File: src/rtl/if_stage.sv
// Fetch stage of the 5-stage MIPS pipeline: owns the PC and the IF/ID register,
// and issues instruction-memory requests. IF/ID updates one cycle after imem
// returns data. Stalls hold IF/ID; a stall that arrives together with returning
// data parks that word in a buffer. A redirect during an outstanding fetch
// waits until the old fetch completes.
// Ports: clk/rst (async active-low); stall_decode, pcsrc_decode/pc_branch and
// jump_decode/pc_jump from decode; imem_req/imem_addr/imem_ready/imem_rdata to
// the instruction memory; instr_decode/pc_decode/valid_decode form IF/ID.
module if_stage #(
  parameter int               WIDTH    = 32,
  parameter logic [WIDTH-1:0] RESET_PC = '0
) (
  input  logic             clk,
  input  logic             rst,
  input  logic             stall_decode,
  input  logic             pcsrc_decode,
  input  logic             jump_decode,
  input  logic [WIDTH-1:0] pc_branch,
  input  logic [WIDTH-1:0] pc_jump,
  output logic             imem_req,
  output logic [WIDTH-1:0] imem_addr,
  input  logic             imem_ready,
  input  logic [WIDTH-1:0] imem_rdata,
  output logic [WIDTH-1:0] instr_decode,
  output logic [WIDTH-1:0] pc_decode,
  output logic             valid_decode
);

  typedef enum logic [1:0] {
    S_IDLE  = 2'd0,
    S_FETCH = 2'd1,
    S_DRAIN = 2'd2,
    S_HOLD  = 2'd3
  } state_t;

  state_t           state;
  logic [WIDTH-1:0] pc;
  logic [WIDTH-1:0] rpc;        // redirect target waiting for the old fetch to finish
  logic [WIDTH-1:0] instr_buf;  // word returned while decode was stalled

  logic             redir;
  logic [WIDTH-1:0] target;
  logic [WIDTH-1:0] pc_plus4;

  // A stalled decode stage cannot act on its own branch or jump.
  assign redir    = (pcsrc_decode | jump_decode) & ~stall_decode;
  assign target   = jump_decode ? pc_jump : pc_branch;
  assign pc_plus4 = pc + WIDTH'(4);
  assign imem_addr = pc;

  always_ff @(posedge clk or negedge rst) begin
    if (!rst) begin
      state        <= S_IDLE;
      pc           <= RESET_PC;
      rpc          <= '0;
      instr_buf    <= '0;
      imem_req     <= 1'b0;
      instr_decode <= '0;
      pc_decode    <= '0;
      valid_decode <= 1'b0;
    end else begin
      case (state)
        S_IDLE: begin
          instr_decode <= '0;
          pc_decode    <= '0;
          valid_decode <= 1'b0;
          imem_req     <= 1'b1;
          state        <= S_FETCH;
        end

        S_FETCH: begin
          if (redir) begin
            instr_decode <= '0;
            pc_decode    <= '0;
            valid_decode <= 1'b0;
            if (imem_ready) begin
              pc <= target;
            end else begin
              // Memory still owns the current address; keep it until it answers.
              rpc   <= target;
              state <= S_DRAIN;
            end
          end else if (stall_decode) begin
            if (imem_ready) begin
              instr_buf <= imem_rdata;
              imem_req  <= 1'b0;
              state     <= S_HOLD;
            end
          end else if (imem_ready) begin
            instr_decode <= imem_rdata;
            pc_decode    <= pc_plus4;
            valid_decode <= 1'b1;
            pc           <= pc_plus4;
          end else begin
            instr_decode <= '0;
            pc_decode    <= '0;
            valid_decode <= 1'b0;
          end
        end

        S_DRAIN: begin
          if (!stall_decode) begin
            instr_decode <= '0;
            pc_decode    <= '0;
            valid_decode <= 1'b0;
          end
          if (imem_ready) begin
            pc    <= rpc;
            state <= S_FETCH;
          end
        end

        S_HOLD: begin
          if (!stall_decode) begin
            imem_req <= 1'b1;
            state    <= S_FETCH;
            if (redir) begin
              instr_decode <= '0;
              pc_decode    <= '0;
              valid_decode <= 1'b0;
              pc           <= target;
            end else begin
              instr_decode <= instr_buf;
              pc_decode    <= pc_plus4;
              valid_decode <= 1'b1;
              pc           <= pc_plus4;
            end
          end
        end

        default: begin
          state    <= S_IDLE;
          imem_req <= 1'b0;
        end
      endcase
    end
  end

endmodule

File: config.mk
export PLATFORM = sky130hd
export DESIGN_NAME = if_stage
export DESIGN_NICKNAME = d
export VERILOG_FILES = /design/src/rtl/if_stage.sv
export SDC_FILE = /design/constraint.sdc
export NUM_CORES = 1
export LEC_CHECK = 0
export BUFFER_PORTS_ARGS = -buffer_cell sky130_fd_sc_hd__buf_2
export CAP_MARGIN = 20
export CORE_ASPECT_RATIO = 1.75
export CORE_MARGIN = 2
export CORE_UTILIZATION = 54
export DETAILED_ROUTE_END_ITERATION = 10
export MAX_ROUTING_LAYER = met4
export PLACE_DENSITY = 0.8
export SLEW_MARGIN = 20
export SYNTH_ARGS = -nofsm -noshare
export SYNTH_HDL_FRONTEND = slang
export SYNTH_SLANG_ARGS = --single-unit
File: constraint.sdc
create_clock -name clk -period 2.9 [get_ports clk]
set_input_delay 0.58 -clock clk [delete_from_list [all_inputs] [get_ports clk]]
set_output_delay 0.58 -clock clk [all_outputs]
set_load 0.02 [all_outputs]
* Word level (Yosys, flattened, before mapping) *
Index checks and enable logic that the tools add are counted.

word-level totals
  logic and storage cells = 77
  output and inout bits = 98
  register bits = 164

cells by class
  add/subtract/negate cells = 1
  eq/ne operators = 13
  reduce and logical (&&, ||, !) cells = 9
  mux-type cells = 41
  bitwise gates (word level) = 5

operators by type and width
  cell                                                                    number
  32-bit two-way mux                                                      19
  32-bit case mux with 4 select lines                                     2
  32-bit case mux with 3 select lines                                     1
  32-bit by 3-bit adder with 32-bit output (second input constant)        1
  5-bit AND reduction                                                     3
  2-bit two-way mux                                                       6
  2-bit inequality test (second input constant)                           6
  3-bit inequality test (second input constant)                           4
  1-bit two-way mux                                                       10
  2-bit case mux with 4 select lines                                      1
  3-bit AND reduction                                                     2
  3-bit nonzero test                                                      2
  2-bit equality test (second input constant)                             2
  1-bit case mux with 4 select lines                                      1
  4-bit AND reduction                                                     1
  1-bit NOT                                                               3
  1-bit case mux with 3 select lines                                      1
  2-bit by 1-bit equality test with 1-bit output (second input constant)  1
  2-bit zero test                                                         1
  1-bit bitwise AND                                                       1
  1-bit bitwise OR                                                        1

* Depth between registers and ports, before layout *
Gate-level depths: netlist of the first run.

  depth in word-level cells = 5
  gate-level depth with buffers = 9
  mapped depth without buffers = 6

* Least setup slack after synthesis of the first run *
Ideal clock, no wire load.

  path type = register -> register
  from = reg state[0]
  to = reg pc_decode[19]
  path buffers = 2
  arrival = 2170 ps
  stages on the path, launching flop included = 8
  library setup time = 69 ps
  period minus slack after synthesis = 2239 ps
  required time = 2831 ps
  slack = 661 ps
  cell sequence = dfrtp_1 > ha_1 > buf_2 > o31a_1 > or3_4 > buf_6 > or4_1 > nand3_1

on the way
  word-level cells in the longest chain between the ends = 3

RTL lines
  what                                                                                   RTL line  RTL
  start: declaration                                                                     36        state_t state;
  start signal: assignment                                                               53        state <= S_IDLE;
  start signal: assignment                                                               68        state <= S_FETCH;
  start signal: assignment                                                               81        state <= S_DRAIN;
  2-bit by 1-bit equality test with 1-bit output or 2-bit equality test (tied branches)  62        case (state)
  3-bit inequality test (no source line) or 2-bit inequality test (tied branches)        -
  3-bit AND reduction (no source line)                                                   -
  end signal: assignment                                                                 91        pc_decode <= pc_plus4;
  end signal: assignment                                                                 124       pc_decode <= pc_plus4;
  end: declaration                                                                       25        output logic [WIDTH-1:0] pc_decode,

Parallel ways exist; a longest one is shown, timed or not.
A chain may end at the register's enable or synchronous reset.

* Final worst setup path of the first run *
  from = reg state[1]
  to = reg pc_decode[27]

Same word-level chain as after synthesis.

==> impl_metrics.py, run 1 <==
metrics = {
    "status": {
        "status": "finished clean",
    },
    "die": {
        "std_cell_rows": 60,
        "start_util": 0.553,
        "die_area_sq_um": 16800,
        "die_y_microns": 170,
        "ios": 200,
        "core_sq_um": 15400,
        "die_w_microns": 98.9,
    },
    "route": {
        "ant_nets": 0,
        "first_iter_violations": 702,
        "vias": 7852,
        "wl_microns": 24600,
        "drc_errors": 0,
        "dr.pass1.iters": 5,
        "routedWlPerCell_microns": 19.6,
        "avgViaCountPerCell": 6.28,
    },
    "worst_setup_path": {
        "crit_path_end_kind": "flip-flop",
        "max_stage_delay_ns": 0.65,
        "crit_type": "flip-flop to flip-flop",
        "start_kind": "flip-flop",
        "crit_fanout": 67,
        "slowest_stage": "buf_4",
        "critPathMostFrequentCell": "buf_4",
        "crit_arrival_ns": 2.96,
        "crit_path_cell_trace": "inv_1, ha_1, o31a_2, buf_4, nor3_2, buf_4, o311a_1, a221o_1",
        "cp_data_required_time_ns": 3.21,
    },
    "sta": {
        "clock_skew_ns": 0.0133,
        "fin_crit_sh": 0.916,
        "setup_viol": 0,
        "post-route-min-period_ns": 2.66,
        "worstMarginPinSlew_ns": 0.884,
        "fmax_mhz": 376,
        "rsz0062_at_grt": "no",
        "finalSetupTns_ns": 0,
        "drv_slew": 0,
        "finalHoldViolCount": 0,
        "slew_headroom": 0.410,
    },
    "layout": {
        "fill_cells": 1290,
        "multiInputGateArea_sq_um": 4020,
        "layout-drive-gt1-share": 0.291,
        "regArea_sq_um": 4100,
        "num-nets-final": 1155,
        "area_growth_pct": 20.2,
    },
    "synth": {
        "synth_edf_count": 0,
        "synthArstFlopShare": 1.00,
        "synth_area_per_cell_sq_um": 9.62,
        "synthCells": 884,
        "ys.flop_type": "dfrtp_1",
        "synth_warnings": 0,
        "synth_top_area_cell": "dfrtp_1",
        "synth_area_leaders": "dfrtp_1, mux2_2, nand2_1, mux2i_1, o21ai_0",
        "yosys.cell_types.count": 63,
        "ys_seq_elements": 164,
        "synth_most_common_cell": "dfrtp_1",
        "synth_top_area_share": 0.482,
        "syn_nets": 991,
        "yosys-top-cells-count": "dfrtp_1, nand2_1, nor2_1",
        "synthesis.area_sq_um": 8510,
        "ys_seq_area_frac": 0.482,
    },
    "clock_network": {
        "cts_resized": 0,
        "cts-root-buf": "clkbuf_16",
        "ctsHoldBuffers": 0,
        "clkSinkCount": 164,
        "cts_buffer_depth": 2,
        "cts_made_buffers": 17,
        "clk_pin_slew_ns": 0.07,
        "cts-htree-levels": 4,
        "clk_latency_ns": 0.43,
        "tritoncts": "yes",
        "post-cts-setup-buffers": 0,
    },
    "global_route": {
        "grt_util_met1": 0.354,
        "use_met3": 0.0435,
        "grt_max_degree": 69,
        "grt_pass1_wl_microns": 39100,
        "antenna_found_initial": 2,
        "grt_pass1_vias": 7659,
        "grt_usage": 0.302,
        "top_usage_layer": "met2",
        "use_met2": 0.508,
        "grt_overflow": 0,
    },
    "power_and_ir_drop": {
        "vdd_ir_drop_max_mv": 0.603,
        "powerDensity_nw_per_um2": 1040,
        "p_leak_uw": 0.00463,
        "finalPower_uw": 10600,
    },
    "job": {
        "max_cap_violations": 0,
    },
    "worst_hold_path": {
        "hp-class": "primary input to async pin",
    },
    "placed_design": {
        "hpwl_microns": 16900,
        "place_congestion": 0.926,
        "numPortBuffers": 199,
    },
}
-- worst paths after layout --
check | to | slack (ns) | cells after the start | start
setup / recovery | pc_decode[27] | 0.24 | 8 | state[1]
hold / removal | instr_decode[12] | 0.13 | 1 | rst
setup reg to reg | pc_decode[27] | 0.24 | 8 | state[1]
hold reg to reg | pc_decode[29] | 0.47 | 2 | pc_decode[29]
max in group asynchronous | imem_addr[17] | 2.01 | 2 | rst
min in group clk | instr_buf[23] | 0.40 | 2 | imem_rdata[23]
-- metrics by stage --
stage | cells | worst slack (ns) | area, sq um | util | hold slack [ns]
after detailed placement | 1215 | 0.287 | 9660 | 0.628 | 0.461
after global placement | 1215 | 0.351 | 9660 | 0.628 | 0.455
after floorplan | 884 | 0.661 | 8510 | - | 0.284
final | 1250 | 0.244 | 10200 | 0.664 | 0.130
after CTS | 1247 | 0.269 | 10200 | 0.664 | 0.175
after global routing | 1249 | 0.122 | 10200 | 0.664 | 0.188
-- registers in the layout, indices dropped and copies added, names as in the netlist --
| signal | flops |
|---|---|
| imem_addr | 32 |
| rpc | 32 |
| pc_decode | 32 |
| imem_req | 1 |
| state | 2 |
| instr_decode | 32 |
| instr_buf | 32 |
| valid_decode | 1 |
-- placed cells by master (no fill, tap or decap), drive strengths merged, types with 5 or more instances in the layout --
cell | netlist | final
a211oi | 22 | 22
a21oi | 48 | 48
a22o | 7 | 7
a22oi | 34 | 34
a311oi | 5 | 5
a31oi | 17 | 17
and4 | 5 | 5
buf | 22 | 228
clkbuf | 61 | 19
dfrtp | 164 | 164
ha | 5 | 5
inv | 16 | 24
mux2 | 34 | 34
mux2i | 32 | 32
nand2 | 87 | 87
nand3 | 47 | 47
nand4 | 16 | 16
nor2 | 60 | 60
nor2b | 12 | 12
nor3 | 14 | 14
nor4 | 10 | 10
o211ai | 12 | 12
o21ai | 54 | 54
o311ai | 5 | 5
o31ai | 13 | 13
o41ai | 7 | 7
or4 | 10 | 10
xnor2 | 10 | 10
-- kinds of logic after synthesis --
| logic type | Yosys count | synth area share |
|---|---|---|
| flops | 164 | 0.482 |
| mux | 66 | 0.0827 |
| xor+xnor | 13 | 0.0134 |
| compound gates | 257 | 0.202 |
| fa+ha+maj | 5 | 0.00735 |
| buf+inv | 99 | 0.0487 |
| simple gates | 280 | 0.163 |
-- power by group --
group          internal, uW  switching (uW)
registers              3270             898
clock network          1130            1010
logic                  1600            2690
total                  6010            4600
-- worst max-delay path: cells and delay by family, from the launching register on --
kind	cells	cell delay, ns
buffers and inverters	3	1.03
AOI/OAI and AO/OA	3	0.64
DFF	1	0.41
adders and majority gates	1	0.35
and+or+nand+nor	1	0.09
-- layout make-up --
class | count | share of cell area
Antenna cell | 3 | 0.000734
Clock buffer | 19 | 0.0424
Clock inverter | 13 | 0.0114
Inverter | 16 | 0.00588
Multi-Input combinational cell | 621 | 0.394
Sequential cell | 164 | 0.402
Tap cell | 186 | 0.0228
Timing Repair Buffer | 228 | 0.122
-- routing by layer --
layer,share of wire,up-vias
met2,0.52,328
met1,0.38,3839
met5,0,-
met3,0.058,76
met4,0.042,0
li1,-,3609
Power figures use the tool's default switching activity.
==> run 2, diff against run 1 <==
--- a/config.mk
+++ b/config.mk
@@ -9,10 +9,9 @@
 export CAP_MARGIN = 20
 export CORE_ASPECT_RATIO = 1.75
 export CORE_MARGIN = 2
-export CORE_UTILIZATION = 54
+export CORE_UTILIZATION = 40
 export DETAILED_ROUTE_END_ITERATION = 10
 export MAX_ROUTING_LAYER = met4
-export PLACE_DENSITY = 0.8
 export SLEW_MARGIN = 20
 export SYNTH_ARGS = -nofsm -noshare
 export SYNTH_HDL_FRONTEND = slang
==> run 2 against run 1 <==
Net effect: die area up 34%; critical endpoint unchanged; sequential power about the same; largest cell class unchanged; critical path depth down 4; routed wire length up 4.7%; power up 2.4%.
==> impl_metrics.py, run 2 (synthesized netlist as in run 1, its figures left out) <==
metrics = {
    "layout": {
        "mostFrequentLayoutCell": "buf_2",
        "fill_cells": 2022,
        "final_area_sq_um": 10400,
        "finalNonFillerCells": 1315,
        "final_core_util": 0.497,
        "multiInputGateArea_sq_um": 4020,
        "num-nets-final": 1155,
        "layout-drive-gt1-share": 0.292,
        "area_growth_pct": 22.4,
        "final_cell_mix": "buf_2, dfrtp_1, nand2_1",
        "regArea_sq_um": 4100,
    },
    "die": {
        "ios": 200,
        "start_util": 0.406,
        "std_cell_rows": 70,
        "die_y_microns": 197,
        "die_area_sq_um": 22500,
        "core_sq_um": 20900,
        "die_w_microns": 114,
    },
    "sta": {
        "worstMarginPinSlew_ns": 0.932,
        "finalHoldViolCount": 0,
        "clock_skew_ns": 0.00954,
        "drv_slew": 0,
        "setup_viol": 0,
        "fin_crit_sh": 0.885,
        "rsz0062_at_grt": "no",
        "fmax_mhz": 390,
        "hold-worst-slack_ns": 0.0728,
        "finalSetupTns_ns": 0,
        "slew_headroom": 0.378,
        "post-route-min-period_ns": 2.57,
    },
    "clock_network": {
        "clk_latency_ns": 0.43,
        "tritoncts": "yes",
        "cts_made_buffers": 17,
        "cts-root-buf": "clkbuf_16",
        "clkSinkCount": 164,
        "cts_resized": 0,
        "cts-htree-levels": 4,
        "post-cts-setup-buffers": 0,
        "ctsHoldBuffers": 0,
        "clk_pin_slew_ns": 0.07,
        "cts_buffer_depth": 2,
    },
    "worst_setup_path": {
        "crit_type": "flip-flop to flip-flop",
        "start_kind": "flip-flop",
        "r2r_end": "pc_decode[27]",
        "crit_arrival_ns": 2.88,
        "r2r_start": "imem_addr[2]",
        "cp_data_required_time_ns": 3.21,
        "crit_path_end_kind": "flip-flop",
        "reg2reg_setup_slack_ns": 0.33,
        "crit_fanout": 17,
        "reg2regPathDepth": 4,
        "startpoint": "imem_addr[2]",
    },
    "global_route": {
        "antenna_found_initial": 2,
        "grt_overflow": 0,
        "grt_usage": 0.241,
        "grt_pass1_wl_microns": 40900,
        "grt_pass1_vias": 7435,
        "grt_max_degree": 68,
    },
    "route": {
        "ant_nets": 0,
        "first_iter_violations": 339,
        "wl_met2_microns": 13400,
        "routedWlPerCell_microns": 19.5,
        "route.met3.wl_microns": 1250,
        "dr.pass1.iters": 5,
        "top_layer": "met4",
        "wl_met1_microns": 10300,
        "wl_microns": 25700,
        "avgViaCountPerCell": 5.80,
        "drc_errors": 0,
        "vias": 7625,
    },
    "placed_design": {
        "dp.cells": 1281,
        "place_congestion": 0.920,
        "hpwl_microns": 17800,
        "place_area_sq_um": 9780,
        "numPortBuffers": 199,
    },
    "worst_hold_path": {
        "hp-class": "primary input to async pin",
    },
    "job": {
        "max_cap_violations": 0,
    },
    "power_and_ir_drop": {
        "p_leak_uw": 0.00467,
        "powerDensity_nw_per_um2": 1040,
        "vdd_ir_drop_max_mv": 0.504,
    },
    "status": {
        "status": "finished clean",
    },
}
==> run 2: final cells by class <==
type | instances | area share
diodes | 2 | 0.000481
clock buffers | 21 | 0.0452
clock inverters | 11 | 0.0145
inverters | 16 | 0.00577
multi-input cells | 621 | 0.386
flip-flops and latches | 164 | 0.394
well taps | 252 | 0.0303
repair buffers | 228 | 0.123
==> run 2: worst max path at each step <==
stage                    endpoint  slack [ns]
finish              pc_decode[27]        0.33
global route        pc_decode[27]        0.21
CTS                 pc_decode[27]        0.34
detailed placement  pc_decode[27]        0.34
global placement    pc_decode[27]        0.39
floorplan           pc_decode[19]        0.66
==> run 2: through the flow <==
step	setup slack (ns)	power, uW
after floorplan	0.661	6960
after global placement	0.385	8450
after detailed placement	0.336	8540
after CTS	0.343	11000
after global routing	0.209	11600
final	0.334	10900
==> run 2: worst max-delay path, stage by stage, from the launching register on <==
cell and delay, ns:
dfrtp_1 0.56, nand4_2 0.27, or4_1 0.89, o311a_1 0.46
a221o_1 0.26
==> run 2: power by group <==
part           internal [uW]  switching, uW  total [uW]
combinational           1620           2670        4290
sequential              3270            915        4190
clock                   1430            966        2390
total                   6320           4550       10900
==> run 2: metal layers <==
| metal | track usage | up-vias |
|---|---|---|
| li1 | - | 3613 |
| met1 | 0.284 | 3747 |
| met2 | 0.403 | 226 |
| met3 | 0.0461 | 39 |
| met4 | 0.0958 | 0 |
| met5 | - | - |
==> run 3, diff against run 2 <==
--- a/config.mk
+++ b/config.mk
@@ -5,6 +5,7 @@
 export SDC_FILE = /design/constraint.sdc
 export NUM_CORES = 1
 export LEC_CHECK = 0
+export ABC_AREA = 1
 export BUFFER_PORTS_ARGS = -buffer_cell sky130_fd_sc_hd__buf_2
 export CAP_MARGIN = 20
 export CORE_ASPECT_RATIO = 1.75
==> run 3 against run 2 <==
Net effect: power increased by 5.0%; clock skew increased by 0.0027 ns; sequential share of layout area is 0.35 points higher; clock-buffer cell count down 1; clock power is 4% higher; fmax increased by 17%; area after synthesis decreased by 1.2%; setup slack better by 0.36 ns; critical path depth increased by 5; die area fell by 1.2%; register-to-register slack gained 0.36 ns; highest routed layer unchanged.
==> impl_metrics.py, run 3 <==
metrics = {
    "status": {
        "status": "finished clean",
    },
    "sta": {
        "hold-worst-slack_ns": 0.0815,
        "rsz0062_at_grt": "no",
        "fmax_mhz": 454,
        "setup_viol": 0,
        "slew_headroom": 0.518,
        "worstMarginPinSlew_ns": 0.721,
        "clock_skew_ns": 0.0122,
        "fin_crit_sh": 0.759,
        "post-route-min-period_ns": 2.20,
        "drv_slew": 0,
        "finalSetupTns_ns": 0,
        "finalHoldViolCount": 0,
    },
    "route": {
        "drc_errors": 0,
        "routedWlPerCell_microns": 14.4,
        "wl_microns": 22800,
        "dr.pass1.iters": 5,
        "first_iter_violations": 477,
        "ant_nets": 0,
        "avgViaCountPerCell": 4.85,
        "vias": 7702,
    },
    "layout": {
        "area_growth_pct": 22.8,
        "mostFrequentLayoutCell": "nand2_1",
        "layout-drive-gt1-share": 0.198,
        "final_cell_mix": "nand2_1, buf_2, dfrtp_1",
        "num-nets-final": 1430,
        "n_antenna_cell": 0,
        "fill_cells": 2141,
    },
    "global_route": {
        "grt_overflow": 0,
        "grt_max_degree": 66,
        "grt_usage": 0.215,
        "grt_pass1_wl_microns": 37200,
        "antenna_found_initial": 0,
        "grt_pass1_vias": 7455,
    },
    "worst_setup_path": {
        "crit_path_end_kind": "flip-flop",
        "slowest_stage": "dfrtp_1",
        "cp_data_required_time_ns": 3.25,
        "reg2reg_setup_slack_ns": 0.70,
        "startpoint": "state[0]",
        "crit_path_cell_trace": "inv_1, ha_1, buf_4, nor2_1, buf_4, clkinv_1, nor2_1, nor2_1, a21oi_1",
        "crit_fanout": 18,
        "crit_arrival_ns": 2.55,
        "path_buf_inv": 4,
        "reg2regPathDepth": 9,
        "endpoint": "imem_addr[7]",
        "path_delay_family": "buffers and inverters",
        "start_kind": "flip-flop",
        "r2r_start": "state[0]",
        "critPathMostFrequentCell": "nor2_1",
        "max_stage_delay_ns": 0.42,
        "crit_type": "flip-flop to flip-flop",
        "cp.depth": 9,
        "r2r_end": "imem_addr[7]",
    },
    "synth": {
        "yosys.cell_types.count": 34,
        "synth_top_area_cell": "dfrtp_1",
        "synthArstFlopShare": 1.00,
        "synth_top_area_share": 0.488,
        "synth_area_per_cell_sq_um": 7.39,
        "synth_warnings": 0,
        "synthCells": 1137,
        "synth_most_common_cell": "nand2_1",
        "ys.flop_type": "dfrtp_1",
        "syn_nets": 1244,
        "ys_seq_area_frac": 0.488,
        "synthesis.area_sq_um": 8400,
        "synth_area_leaders": "dfrtp_1, nand2_1, o21ai_0, nor2_1, inv_1",
        "yosys-top-cells-count": "nand2_1, dfrtp_1, o21ai_0",
        "synth_edf_count": 0,
        "ys_seq_elements": 164,
    },
    "clock_network": {
        "cts-root-buf": "clkbuf_16",
        "clk_latency_ns": 0.42,
        "clk_pin_slew_ns": 0.07,
        "ctsHoldBuffers": 0,
        "cts_resized": 0,
        "cts-htree-levels": 4,
        "cts_buffer_depth": 2,
        "clkSinkCount": 164,
        "cts_made_buffers": 17,
        "tritoncts": "yes",
        "post-cts-setup-buffers": 0,
    },
    "placed_design": {
        "hpwl_microns": 17200,
        "numPortBuffers": 199,
        "place_congestion": 0.939,
    },
    "die": {
        "die_y_microns": 196,
        "die_w_microns": 114,
        "core_sq_um": 20800,
        "std_cell_rows": 70,
        "ios": 200,
        "die_area_sq_um": 22200,
        "start_util": 0.405,
    },
    "job": {
        "max_cap_violations": 0,
    },
    "power_and_ir_drop": {
        "vdd_ir_drop_max_mv": 0.379,
        "p_leak_uw": 0.00554,
        "powerDensity_nw_per_um2": 1110,
    },
    "worst_hold_path": {
        "hp-class": "primary input to async pin",
    },
}
run 3: final cells by class:
class,count,area [sq um],share of cell area
clock buffers,20,437,0.0423
multi-input cells,827,3730,0.361
repair buffers,216,1170,0.113
clock inverters,12,204,0.0198
flip-flops and latches,164,4100,0.398
inverters,97,364,0.0353
well taps,252,315,0.0306
run 3: routing by layer:
| metal | up-vias | wire, microns | share of wire | track usage |
|---|---|---|---|---|
| met5 | - | 0 | 0 | - |
| met4 | 0 | 839 | 0.037 | 0.0985 |
| met3 | 41 | 921 | 0.040 | 0.0272 |
| met2 | 210 | 11100 | 0.49 | 0.351 |
| met1 | 3509 | 9930 | 0.44 | 0.267 |
| li1 | 3942 | - | - | - |
run 3: worst register-to-register path, cell delays in order, from the launching register on:
cell      delay, ns
dfrtp_1        0.42
inv_1          0.10
ha_1           0.26
buf_4          0.21
nor2_1         0.19
buf_4          0.28
clkinv_1       0.29
nor2_1         0.19
nor2_1         0.07
a21oi_1        0.13
run 3: how the worst min path moves through the flow:
| stage | start | to | slack [ns] | cells past startpoint |
|---|---|---|---|---|
| after global placement | instr_decode[19] | instr_decode[19] | 0.46 | 2 |
| after detailed placement | instr_decode[4] | instr_decode[4] | 0.46 | 2 |
| after CTS | rst | rpc[4] | 0.09 | 1 |
| after floorplan | rst | imem_addr[0] | 0.28 | 0 |
| after global routing | rst | state[1] | 0.11 | 1 |
| final | rst | imem_addr[1] | 0.08 | 1 |
run 3: cells by family after synthesis:
logic type,after synthesis,share of synthesized area
AOI/OAI and AO/OA,191,0.131
xor gates and xnor gates,10,0.0104
adders and majority gates,5,0.00745
DFF,164,0.488
and+or+nand+nor,613,0.284
muxes,8,0.00953
buffers and inverters,146,0.0687
run 3: through the flow:
step	total power (uW)	utilization	setup slack (ns)	instance area (sq um)	std cells
5_1_grt	12300	0.497	0.500	10300	1588
6_report	11400	0.497	0.699	10300	1588
3_5_place_dp	9000	0.466	0.731	9680	1556
2_1_floorplan	7290	-	1.13	8400	1137
4_1_cts	11500	0.497	0.711	10300	1588
3_3_place_gp	8930	0.466	0.749	9680	1556
run 3: power by group:
part | leakage, uW | switching (uW) | internal (uW)
combinational | 0.00318 | 3130 | 1600
clock | 0.000301 | 947 | 1530
sequential | 0.00205 | 818 | 3370
total | 0.00554 | 4900 | 6510
